[src/rtl/piso_serializer_if.sv]
// Parallel-load / serial-out handshake bundle for piso_serializer.
// The master owns the load side; the slave (the serializer) drives the serial side.
interface piso_serializer_if #(
    parameter int N = 4
);
    logic [N-1:0] load_data;
    logic         load_valid;
    logic         load_ready;
    logic         ser_out;
    logic         ser_valid;
    logic         last;
    logic         busy;

    modport master (
        output load_data, load_valid,
        input  load_ready, ser_out, ser_valid, last, busy
    );

    modport slave (
        input  load_data, load_valid,
        output load_ready, ser_out, ser_valid, last, busy
    );
endinterface

[src/rtl/piso_serializer.sv]
// Parallel-in serial-out shifter: accepts an N-bit word and emits it one bit per clock.
//   state | meaning
//   IDLE  | no word in flight; serial outputs held at 0, ready for a word
//   SHIFT | shifting a word out; a new word may be taken on its last bit
module piso_serializer #(
    parameter int N         = 4,
    parameter bit LSB_FIRST = 1'b1
) (
    input  logic               clk,
    input  logic               rst_n,
    piso_serializer_if.slave   bus
);
    localparam int CW = $clog2(N);

    typedef enum logic {
        IDLE  = 1'b0,
        SHIFT = 1'b1
    } state_t;

    state_t          state_q, state_d;
    logic [N-1:0]    shreg_q, shreg_d;
    logic [CW-1:0]   cnt_q,   cnt_d;

    logic            last_w;
    logic            accept_w;
    logic            out_bit_w;
    logic [N-1:0]    shifted_w;

    // Serial-side outputs depend only on registered state.
    assign last_w    = (state_q == SHIFT) && (cnt_q == CW'(N - 1));
    assign out_bit_w = LSB_FIRST ? shreg_q[0] : shreg_q[N-1];
    assign shifted_w = LSB_FIRST ? {1'b0, shreg_q[N-1:1]} : {shreg_q[N-2:0], 1'b0};

    assign bus.load_ready = (state_q == IDLE) || last_w;
    assign bus.ser_valid  = (state_q == SHIFT);
    assign bus.busy       = (state_q == SHIFT);
    assign bus.last       = last_w;
    assign bus.ser_out    = (state_q == SHIFT) ? out_bit_w : 1'b0;

    assign accept_w = bus.load_valid && bus.load_ready;

    always_comb begin
        state_d = state_q;
        shreg_d = shreg_q;
        cnt_d   = cnt_q;
        if (accept_w) begin
            // A load on the last bit reloads in place, so words run back to back.
            state_d = SHIFT;
            shreg_d = bus.load_data;
            cnt_d   = '0;
        end else if (state_q == SHIFT) begin
            shreg_d = shifted_w;
            if (last_w) begin
                state_d = IDLE;
                cnt_d   = '0;
            end else begin
                cnt_d = cnt_q + 1'b1;
            end
        end
    end

    always_ff @(posedge clk) begin
        if (!rst_n) begin
            state_q <= IDLE;
            shreg_q <= '0;
            cnt_q   <= '0;
        end else begin
            state_q <= state_d;
            shreg_q <= shreg_d;
            cnt_q   <= cnt_d;
        end
    end
endmodule

[src/flat_wrapper.sv]
// flat-port wrapper written by rule: the top's interface ports become plain ports
module piso_serializer_flat 
#(
    parameter int N         = 4,
    parameter bit LSB_FIRST = 1'b1
)
  (clk, rst_n, bus_load_data, bus_load_valid, bus_load_ready, bus_ser_out, bus_ser_valid, bus_last, bus_busy);
  piso_serializer_if #(.N(N)) bus_i ();
  input  logic clk;
  input  logic rst_n;
  input wire logic [$bits(bus_i.load_data)-1:0] bus_load_data;
  input wire logic [$bits(bus_i.load_valid)-1:0] bus_load_valid;
  output wire logic [$bits(bus_i.load_ready)-1:0] bus_load_ready;
  output wire logic [$bits(bus_i.ser_out)-1:0] bus_ser_out;
  output wire logic [$bits(bus_i.ser_valid)-1:0] bus_ser_valid;
  output wire logic [$bits(bus_i.last)-1:0] bus_last;
  output wire logic [$bits(bus_i.busy)-1:0] bus_busy;
  assign bus_i.load_data = bus_load_data;
  assign bus_i.load_valid = bus_load_valid;
  assign bus_load_ready = bus_i.load_ready;
  assign bus_ser_out = bus_i.ser_out;
  assign bus_ser_valid = bus_i.ser_valid;
  assign bus_last = bus_i.last;
  assign bus_busy = bus_i.busy;
  piso_serializer #(.N(N), .LSB_FIRST(LSB_FIRST)) u_core (.clk(clk), .rst_n(rst_n), .bus(bus_i));
endmodule
[config.mk]
export PLATFORM = sky130hd
export DESIGN_NAME = piso_serializer_flat
export DESIGN_NICKNAME = d
export VERILOG_FILES = /design/src/rtl/piso_serializer_if.sv /design/src/rtl/piso_serializer.sv /design/src/flat_wrapper.sv
export SDC_FILE = /design/constraint.sdc
export NUM_CORES = 1
export LEC_CHECK = 0
export BUFFER_PORTS_ARGS = -buffer_cell sky130_fd_sc_hd__buf_2
export CAP_MARGIN = 10
export CORE_AREA = 2 2 39 41
export DETAILED_ROUTE_END_ITERATION = 7
export DIE_AREA = 0 0 41 43
export GPL_ROUTABILITY_DRIVEN = 0
export HOLD_SLACK_MARGIN = 0.12
export PLACE_DENSITY = 0.53
export SYNTH_ARGS = -nofsm -noshare
export SYNTH_HDL_FRONTEND = slang
export SYNTH_SLANG_ARGS = --single-unit
[constraint.sdc]
create_clock -name clk -period 1.9 [get_ports clk]
set_clock_uncertainty 0.2 [all_clocks]
set_input_delay 0.285 -clock clk [delete_from_list [all_inputs] [get_ports clk]]
set_output_delay 0.285 -clock clk [all_outputs]
set_load 0.1 [all_outputs]
==> impl_metrics.tcl <==
set metrics [dict create \
    setup_violations 0 \
    grt_pass1_wl_mm 1.276 \
    hold_buffers 0 \
    status "completed" \
    min_path_type "in -> reg" \
    p_leak_nw 0.2238 \
    hp-start "rst_n" \
    switchingPower_uw 132.2 \
    ios 12 \
    num-fill-cells 147 \
    ant_nets 0 \
    power_uw 407.4 \
    slew_viol_final 0 \
    wl_per_cell_um 10.44 \
    synth_top_area_share_pct 35.11 \
    seqPwrFrac_pct 41.1 \
    core.rowCount 14 \
    vias 328 \
    dpl.cell_count 68 \
    hold_depth 2 \
    start_util_pct 28.84 \
    grt_pass1_vias 308 \
    synth.largest_area_cell "dfxtp_1" \
    mostFrequentLayoutCell "buf_2" \
    worst-r2r-cell-count 4 \
    power_density_nw_per_um2 798.2 \
    synth_cell_type_count 21 \
    relSlewSlack_pct 67.92 \
    crit_arrival_ns 1.30 \
    yosysSeqAreaShare_pct 35.11 \
    area_growth_pct 27.90 \
    cts_tree "yes" \
    diodes 0 \
    clock-sinks 7 \
    antenna_found_initial 0 \
    switching_share_pct 32.43 \
    cts_buffer_depth 2 \
    firstDrtPassIters 3 \
    viasPerCell 4.556 \
    syn_avg_cell_area_sq_um 9.071 \
    reg2reg_from "u_core.cnt_q[0]$_SDFFE_PP0P_" \
    cts_setup_buffers 0 \
    vdd_drop_max_uv 303.6 \
    path_clk_slew_ns 0.05 \
    crit_required_ns 1.41 \
    combinationalPowerShare_pct 24.9 \
    gr-total-overflow 0 \
    clock-root-buffer "clkbuf_4" \
    synthesis.area_sq_um 399.1 \
    fin_cells 72 \
    numPortBuffers 11 \
    synth.ff_latch_count 7 \
    htreeDepth 1 \
    coreArea_sq_um 1384 \
    final_nets 65 \
    hold_end "u_core.shreg_q[3]$_SDFFE_PN0P_" \
    cts_made_buffers 3 \
    synth_nets 52 \
    period_needed_ns 1.783 \
    r2r_end "u_core.shreg_q[2]$_SDFFE_PN0P_" \
    syn_inst 44 \
    drv_cap 0 \
    grt_max_degree 14 \
    finalCritPeriodShare_pct 93.83 \
    fin_tns_setup_ns 0 \
    drive_gt1_share_pct 39.29 \
    die_w_um 41 \
    path_max_fanout 13 \
    drt-initial-drc-count 4 \
    worst_pin_slew_ns 0.4846 \
    p_clk_share_pct 34.0 \
    hpwl_um 560 \
    drcViolationCount 0 \
    rrSetupSlack_ns 0.50 \
    end_kind "output port" \
    yosys-top-cells-area "dfxtp_1, mux2_4, nor2_1" \
    wl_um 752 \
    yosysWarnings 0 \
    mostFrequentLayoutCells "buf_2, nor2_1, dfxtp_1" \
    hold_viol 0 \
    criticalPathCategory "reg -> out" \
    cts_resized 0 \
    clock_latency_ns 0.25 \
    max_freq_mhz 560.9 \
    worstSetupStartpointType "register" \
    dieHeight_um 43 \
    internal-power_uw 275.3 \
    rsz0062_at_grt "no" \
    die-area_sq_um 1763 \
    grt_usage_pct 11.18 \
]
[per-stage QoR]
step	hold slack, ns	setup slack, ns	utilization, %	cell area (sq um)
after floorplan	0.2067	0.03838	-	405.4
after global placement	0.3133	0.3919	34.99	484.2
after detailed placement	0.3181	0.3857	34.99	484.2
after CTS	0.1255	0.1071	36.89	510.5
after global routing	0.1336	0.03392	36.89	510.5
final	0.1254	0.1173	36.89	510.5
[synthesized netlist by cell type]
library cell	instances
nor2_1	8
dfxtp_1	7
and2_1	3
nand3b_1	3
o211ai_1	3
buf_4	2
inv_1	2
mux2_4	2
nor2b_1	2
a21bo_2	1
a21boi_0	1
a21oi_1	1
a2bb2oi_1	1
buf_6	1
ha_1	1
mux2_2	1
mux2i_1	1
nand2b_1	1
nand3_1	1
nor3b_1	1
o21ai_1	1
[registers in the layout (all words and copies together), names as in the netlist]
name and flops:
u_core.cnt_q 2, u_core.shreg_q 4, u_core.bus.busy 1
[how the worst max path moves through the flow]
| stage | startpoint | to | slack (ns) | depth (start not counted) |
|---|---|---|---|---|
| 4_1_cts | u_core.bus.busy$_SDFF_PN0_ | bus_ser_out | 0.11 | 2 |
| 5_1_grt | u_core.cnt_q[0]$_SDFFE_PP0P_ | bus_load_ready | 0.03 | 3 |
| 6_report | u_core.bus.busy$_SDFF_PN0_ | bus_ser_out | 0.12 | 2 |
| 3_3_place_gp | u_core.bus.busy$_SDFF_PN0_ | bus_ser_out | 0.39 | 2 |
| 2_1_floorplan | u_core.bus.busy$_SDFF_PN0_ | bus_last | 0.04 | 2 |
| 3_5_place_dp | u_core.bus.busy$_SDFF_PN0_ | bus_ser_out | 0.39 | 2 |
[cells by family (layout without fill, tap and decap cells)]
kind of cell	Yosys count	in the layout	synth area share, %
muxes	4	4	12.85
and+or+nand+nor	19	19	25.71
AOI/OAI and AO/OA	8	8	14.73
buffers and inverters	5	17	8.463
adders and majority gates	1	1	3.134
DFF	7	7	35.11
[power by group through the flow]
stage	combinational, mW	sequential (mW)	clock, mW
after global routing	0.110	0.169	0.154
after floorplan	0.0757	0.176	0
after CTS	0.102	0.167	0.144
after detailed placement	0.102	0.171	0
final	0.102	0.167	0.139
after global placement	0.101	0.170	0
[routing by layer]
metal  wire length, um  global-route usage, %  vias up
met3                37                  3.141        2
met4                18                  10.00        0
met1               393                  16.23      140
met5                 0                      0        -
li1                  -                      -      176
met2               302                  12.50       10
[worst max-delay path, stage by stage (launching register included)]
cell     delay (ns)
dfxtp_2        0.45
and2_2         0.18
buf_2          0.41
[layout make-up]
type                    instances  area [sq um]  share of cell area [%]
well taps                      16         20.02                   3.922
multi-input cells              32         230.2                   45.10
repair buffers                 11         85.08                   16.67
inverters                       2         7.507                   1.471
flip-flops and latches          7         141.4                   27.70
clock buffers                   4         26.28                   5.147
Note: power is estimated with default switching activity, not from simulation.
